===== config.mk =====
export PLATFORM = sky130hd
export DESIGN_NAME = wb_arbiter_buf
export DESIGN_NICKNAME = d
export VERILOG_FILES = /design/src/rtl/wb_arbiter_buf.sv
export SDC_FILE = /design/constraint.sdc
export NUM_CORES = 2
export LEC_CHECK = 0
export BUFFER_PORTS_ARGS = -buffer_cell sky130_fd_sc_hd__buf_2
export CAP_MARGIN = 10
export CORE_AREA = 2 2 444 446
export DETAILED_ROUTE_END_ITERATION = 16
export DIE_AREA = 0 0 446 448
export GPL_TIMING_DRIVEN = 0
export PLACE_DENSITY = 0.55
export SLEW_MARGIN = 20
export SYNTH_ARGS = -nofsm -noshare
export SYNTH_HDL_FRONTEND = slang
export SYNTH_SLANG_ARGS = --single-unit

===== constraint.sdc =====
create_clock -name clk -period 13.5 [get_ports clk]
set_input_delay 1.35 -clock clk [delete_from_list [all_inputs] [get_ports clk]]
set_output_delay 1.35 -clock clk [all_outputs]
set_load 0.02 [all_outputs]

===== src/rtl/wb_arbiter_buf.sv =====
// wb_arbiter_buf: per-FU result FIFOs drained onto WB_PORTS writeback ports, round-robin (MODE 0) or fixed priority (MODE 1).
// Latency: an entry enqueued at edge t is visible on wb_* during cycle t+1; arbitration is combinational from FIFO heads.
// Backpressure: fu_ready[i] drops while FIFO i is full; squashed entries keep their slot until they pop silently.
// Ports: clk/rst (async, active-high); fu_en/fu_robIdx/fu_data/fu_ready per-FU input channels;
//        wb_en/wb_fu/wb_robIdx/wb_data per writeback port; redirect/redirectIdx backend squash request.
module wb_arbiter_buf #(
   parameter int  FU_NUM     = 4,
   parameter int  WB_PORTS   = 2,
   parameter int  BUF_DEPTH  = 4,
   parameter int  DATA_WIDTH = 64,
   parameter int  ROB_WIDTH  = 6,
   parameter int  MODE       = 0,
   localparam int FUW        = (FU_NUM > 1) ? $clog2(FU_NUM) : 1,
   localparam int RW         = ROB_WIDTH + 1
) (
   input  logic                           clk,
   input  logic                           rst,
   input  logic [FU_NUM-1:0]              fu_en,
   input  logic [FU_NUM*RW-1:0]           fu_robIdx,
   input  logic [FU_NUM*DATA_WIDTH-1:0]   fu_data,
   output logic [FU_NUM-1:0]              fu_ready,
   output logic [WB_PORTS-1:0]            wb_en,
   output logic [WB_PORTS*FUW-1:0]        wb_fu,
   output logic [WB_PORTS*RW-1:0]         wb_robIdx,
   output logic [WB_PORTS*DATA_WIDTH-1:0] wb_data,
   input  logic                           redirect,
   input  logic [RW-1:0]                  redirectIdx
);
   localparam int PW = $clog2(BUF_DEPTH);
   localparam int CW = PW + 1;

   logic [RW-1:0]         rob_q    [FU_NUM][BUF_DEPTH];
   logic [DATA_WIDTH-1:0] data_q   [FU_NUM][BUF_DEPTH];
   logic [BUF_DEPTH-1:0]  vld_q    [FU_NUM];
   logic [BUF_DEPTH-1:0]  vld_d    [FU_NUM];
   logic [PW-1:0]         head_q   [FU_NUM];
   logic [PW-1:0]         tail_q   [FU_NUM];
   logic [CW-1:0]         cnt_q    [FU_NUM];
   logic [RW-1:0]         in_rob   [FU_NUM];
   logic [RW-1:0]         head_rob [FU_NUM];
   logic [FUW-1:0]        rr_q;
   logic [FUW-1:0]        rr_d;
   logic [FUW-1:0]        scan_start;
   logic                  any_grant;
   logic [FU_NUM-1:0]     push;
   logic [FU_NUM-1:0]     pop;
   logic [FU_NUM-1:0]     grant;
   logic [FU_NUM-1:0]     silent;
   logic [FU_NUM-1:0]     elig;
   int                    n_grant;
   int                    last_fu;
   int                    scan_fu;

   // ROB age compare across the wrap bit: equal indices are not younger,
   // so the redirecting instruction itself survives.
   function automatic logic younger(input logic [RW-1:0] e, input logic [RW-1:0] r);
      if (e[RW-1] == r[RW-1]) return e[RW-2:0] > r[RW-2:0];
      else                    return e[RW-2:0] < r[RW-2:0];
   endfunction

   // FIFO status, derived from registered state only
   always_comb begin
      for (int i = 0; i < FU_NUM; i++) begin
         in_rob[i]   = fu_robIdx[i*RW +: RW];
         fu_ready[i] = (cnt_q[i] != CW'(BUF_DEPTH));
         push[i]     = fu_en[i] & fu_ready[i];
         head_rob[i] = rob_q[i][head_q[i]];
         silent[i]   = (cnt_q[i] != '0) && !vld_q[i][head_q[i]];
         // a head being squashed right now is already out of the race
         elig[i]     = (cnt_q[i] != '0) && vld_q[i][head_q[i]] &&
                       !(redirect && younger(head_rob[i], redirectIdx));
      end
   end

   // Valid bits: squash stored entries, then the incoming entry (tail slot is free)
   always_comb begin
      for (int i = 0; i < FU_NUM; i++) begin
         vld_d[i] = vld_q[i];
         for (int j = 0; j < BUF_DEPTH; j++) begin
            if (redirect && younger(rob_q[i][j], redirectIdx)) vld_d[i][j] = 1'b0;
         end
         if (push[i]) vld_d[i][tail_q[i]] = !(redirect && younger(in_rob[i], redirectIdx));
      end
   end

   assign scan_start = (MODE == 1) ? '0 : rr_q;

   // Scan from scan_start with wrap; port k takes the k-th eligible FU
   always_comb begin
      wb_en     = '0;
      wb_fu     = '0;
      wb_robIdx = '0;
      wb_data   = '0;
      grant     = '0;
      n_grant   = 0;
      last_fu   = 0;
      scan_fu   = 0;
      for (int s = 0; s < FU_NUM; s++) begin
         scan_fu = int'(scan_start) + s;
         if (scan_fu >= FU_NUM) scan_fu = scan_fu - FU_NUM;
         if (elig[scan_fu] && (n_grant < WB_PORTS)) begin
            grant[scan_fu]                          = 1'b1;
            wb_en[n_grant]                          = 1'b1;
            wb_fu[n_grant*FUW +: FUW]               = FUW'(scan_fu);
            wb_robIdx[n_grant*RW +: RW]             = head_rob[scan_fu];
            wb_data[n_grant*DATA_WIDTH +: DATA_WIDTH] = data_q[scan_fu][head_q[scan_fu]];
            last_fu                                 = scan_fu;
            n_grant                                 = n_grant + 1;
         end
      end
      any_grant = (n_grant != 0);
      if (last_fu + 1 >= FU_NUM) rr_d = '0;
      else                       rr_d = FUW'(last_fu + 1);
   end

   // granted heads and invalid heads share the single pop per FU
   assign pop = grant | silent;

   always_ff @(posedge clk or posedge rst) begin
      if (rst) begin
         rr_q <= '0;
         for (int i = 0; i < FU_NUM; i++) begin
            head_q[i] <= '0;
            tail_q[i] <= '0;
            cnt_q[i]  <= '0;
            vld_q[i]  <= '0;
         end
      end else begin
         if ((MODE == 0) && any_grant) rr_q <= rr_d;
         for (int i = 0; i < FU_NUM; i++) begin
            vld_q[i] <= vld_d[i];
            if (push[i]) tail_q[i] <= tail_q[i] + PW'(1);
            if (pop[i])  head_q[i] <= head_q[i] + PW'(1);
            if (push[i] && !pop[i])      cnt_q[i] <= cnt_q[i] + CW'(1);
            else if (!push[i] && pop[i]) cnt_q[i] <= cnt_q[i] - CW'(1);
         end
      end
   end

   // Payload storage needs no reset: the valid bits and count gate every read
   always_ff @(posedge clk) begin
      for (int i = 0; i < FU_NUM; i++) begin
         if (push[i]) begin
            rob_q[i][tail_q[i]]  <= in_rob[i];
            data_q[i][tail_q[i]] <= fu_data[i*DATA_WIDTH +: DATA_WIDTH];
         end
      end
   end

endmodule


==> impl_results.md <==
* Via count at 57525
* Register area at 35260 um^2
* Syn nets at 5160
* Min Hold Slack at 495.8 ps
* Core area at 194600 um^2
* Post-synthesis sequential area ratio at 0.4537
* GRT Total Usage at 0.3406
* Async SR Flop Fraction at 0.03892
* Maximum clock frequency at 0.07609 GHz
* Postcts setup bufs at 0
* CTS root buffer: clkbuf_16
* CTS Buf Count at 143
* Run status: finished clean
* CP Data Arrival Time at 11790 ps
* Main synth FF type: edfxtp_1
* Row count at 162
* DR iter-0 viols at 9919
* Clock buffer depth at 3
* Critical Path Start: head_q[3]$_DFFE_PP0P_
* Clock latency on the worst-skew pair at 860 ps
* Hold Path Class: reg2reg
* Nets@finish at 5770
* Setup violations, final at 0
* Vias per cell at 7.201
* Multi-input combinational cell area at 40450 um^2
* HP Start: cnt_q[11]$_DFFE_PP0P_
* DRT Pass-1 Iters at 9
* #FFs+latches synth at 1182
* Crit path top cell by count: ha_1
* Finished layout cell area at 88810 um^2
* Fin Setup TNS at 0 ps
* Synthesis-to-finish area growth at 14.26%
* Depth of the CTS H-tree at 4
* Crit share post-route at 0.9735
* # IOs at 450
* Worst-margin pin slew at 1288 ps
* Max cap viols at 0
* First-pass GRT wire length at 458300 um
* Slew margin rel. at 0.1412
* Area post-placement at 84000 um^2
* Gate Count Post-Synth at 4658
* Port Buf Inserts at 448
* Die Footprint at 199800 um^2
* CTS tree: yes
* CP peak stage delay at 650 ps
* Layout Skew at 46.34 ps
* GRT overflow at 0
* Hold Buf Count CTS at 0
* Min cycle time layout at 13140 ps
* Critical-path top delay cell: buf_1
* CTS clk-pin slew, worst paths at 50 ps
* Final core occ at 0.4564
* Yosys cell types at 76
* WL final at 343200 um
* Filler cells at 16994
* Die width at 446 um
* Mapped cell area at 77730 um^2
* Drc violations at 0
* Synthesis Warnings at 0
* Post-route antenna net violation count at 0
* Vias in the first global route at 55706
* Starting density of the core at 0.3995
* Placer Congestion at 0.9408
* Share of cells above drive strength 1 at 0.4202
* RR Startpoint: head_q[3]$_DFFE_PP0P_
* Max-slew violations at 0
* DR WL/cell at 42.95 um
* Final Hold Vio Count at 0
* # clock sinks at 1182
* Largest net degree at the start of global routing at 50
* Antenna violations before repair at 85
* CP Max Fanout at 19
* RSZ-0062 raised after global routing: false
* Die Y at 448 um
* Number of synthesized flops with an enable pin at 1136
* CP Launch Type: flop
* Critical path type: reg2out
* Setup crit end kind: output port
* Synth Area per Inst at 16.69 um^2
* CP Data Required Time at 12150 ps
* Hpwl dp at 229600 um
-- final timing paths --
kind	to	slack [ps]	cells after the start
min in group asynchronous	cnt_q[4]$_DFFE_PP0P_	570	3
worst min register to register	cnt_q[11]$_DFFE_PP0P_	500	1
worst min-delay path	cnt_q[11]$_DFFE_PP0P_	500	1
worst max register to register	rr_q[0]$_DFFE_PP0P_	3570	30
max in group asynchronous	tail_q[4]$_DFFE_PP0P_	12670	3
worst max-delay path	wb_robIdx[2]	360	33
-- cell families (layout without fill, tap and decap cells) --
| kind of cell | after synthesis | in the layout | synth area share |
|---|---|---|---|
| adders and majority gates | 204 | 204 | 0.03332 |
| DFF | 1182 | 1182 | 0.4537 |
| other | 0 | 66 | 0 |
| xor gates and xnor gates | 55 | 55 | 0.006535 |
| AOI/OAI and AO/OA | 688 | 688 | 0.05326 |
| and+or+nand+nor | 620 | 620 | 0.03598 |
| buffers and inverters | 531 | 1254 | 0.02616 |
| muxes | 1378 | 1378 | 0.3911 |
-- metrics by stage --
step                setup WS, ps  cells
floorplan                   3259   4658
global placement           -1381   7648
detailed placement         175.0   7668
CTS                        42.54   7924
global route               157.6   7975
finish                     357.5   7989
-- synth_stat cells (all sizes together) (10+ instances only) --
library cell / n / area [um^2]
nand4: 23 / 143.9
clkbuf: 313 / 1175
a21oi: 243 / 1216
and3: 11 / 68.82
nand3: 105 / 525.5
nor3: 29 / 145.1
xor2: 20 / 175.2
mux2: 12 / 135.1
a22oi: 67 / 503.0
o21ai: 213 / 1066
nand2: 250 / 938.4
nor2: 147 / 551.8
xnor2: 35 / 332.8
ha: 199 / 2490
o21a: 16 / 120.1
dfrtp: 46 / 1151
edfxtp: 1136 / 34110
buf: 107 / 441.7
inv: 110 / 412.9
a21o: 43 / 322.8
mux4: 1326 / 29860
a221oi: 10 / 87.58
a31oi: 18 / 112.6
mux2i: 40 / 400.4
a211oi: 21 / 157.7
and2: 10 / 62.56
-- sequential cells by signal, indices dropped and copies added, names as in the netlist --
| name | cells |
|---|---|
| rob_q | 112 |
| data_q | 1024 |
| tail_q | 8 |
| head_q | 8 |
| vld_q | 16 |
| rr_q | 2 |
| cnt_q | 12 |
-- layout by cell type (no fill, tap or decap), drive strengths merged, types with 29 or more instances in the layout --
| master | instances |
|---|---|
| a21o | 43 |
| a21oi | 243 |
| a22oi | 67 |
| buf | 571 |
| clkbuf | 489 |
| clkinv | 56 |
| dfrtp | 46 |
| diode | 66 |
| edfxtp | 1136 |
| ha | 199 |
| inv | 122 |
| mux2i | 40 |
| mux4 | 1326 |
| nand2 | 250 |
| nand3 | 105 |
| nor2 | 147 |
| nor3 | 29 |
| o21ai | 213 |
| xnor2 | 35 |
-- final cells by class --
| cell class | count | share of cell area |
|---|---|---|
| Inverter | 111 | 0.006072 |
| Clock buffer | 176 | 0.04252 |
| Antenna cell | 66 | 0.001860 |
| Clock inverter | 82 | 0.009298 |
| Timing Repair Buffer | 470 | 0.03137 |
| Multi-Input combinational cell | 2945 | 0.4555 |
| Tap cell | 2542 | 0.03581 |
| Sequential cell | 1182 | 0.3971 |
| Buffer | 415 | 0.02053 |
-- critical path: cells and delay by family, from the launching register on --
| family | cells | cell delay (ps) |
|---|---|---|
| simple gates | 11 | 2940 |
| buf+inv | 7 | 2470 |
| fa+ha+maj | 6 | 2160 |
| compound gates | 6 | 1430 |
| mux | 2 | 1100 |
| flops | 1 | 450 |
| xor+xnor | 1 | 340 |
-- timing repair --
item | in CTS | in global routing
gates resized for setup | 3 | 9
setup endpoints to repair | 28 | 14
pin swaps | 0 | 1
-- layer usage --
metal	track usage	vias up	wire (um)
li1	-	21463	-
met3	0.09767	1102	41090
met1	0.4287	29948	121300
met2	0.5125	4980	154200
met4	0.2322	32	26330
met5	0	-	273
Power is left out: the tool's default activity adds up to more than one toggle a clock period on the data nets, which glitch-free logic cannot reach.
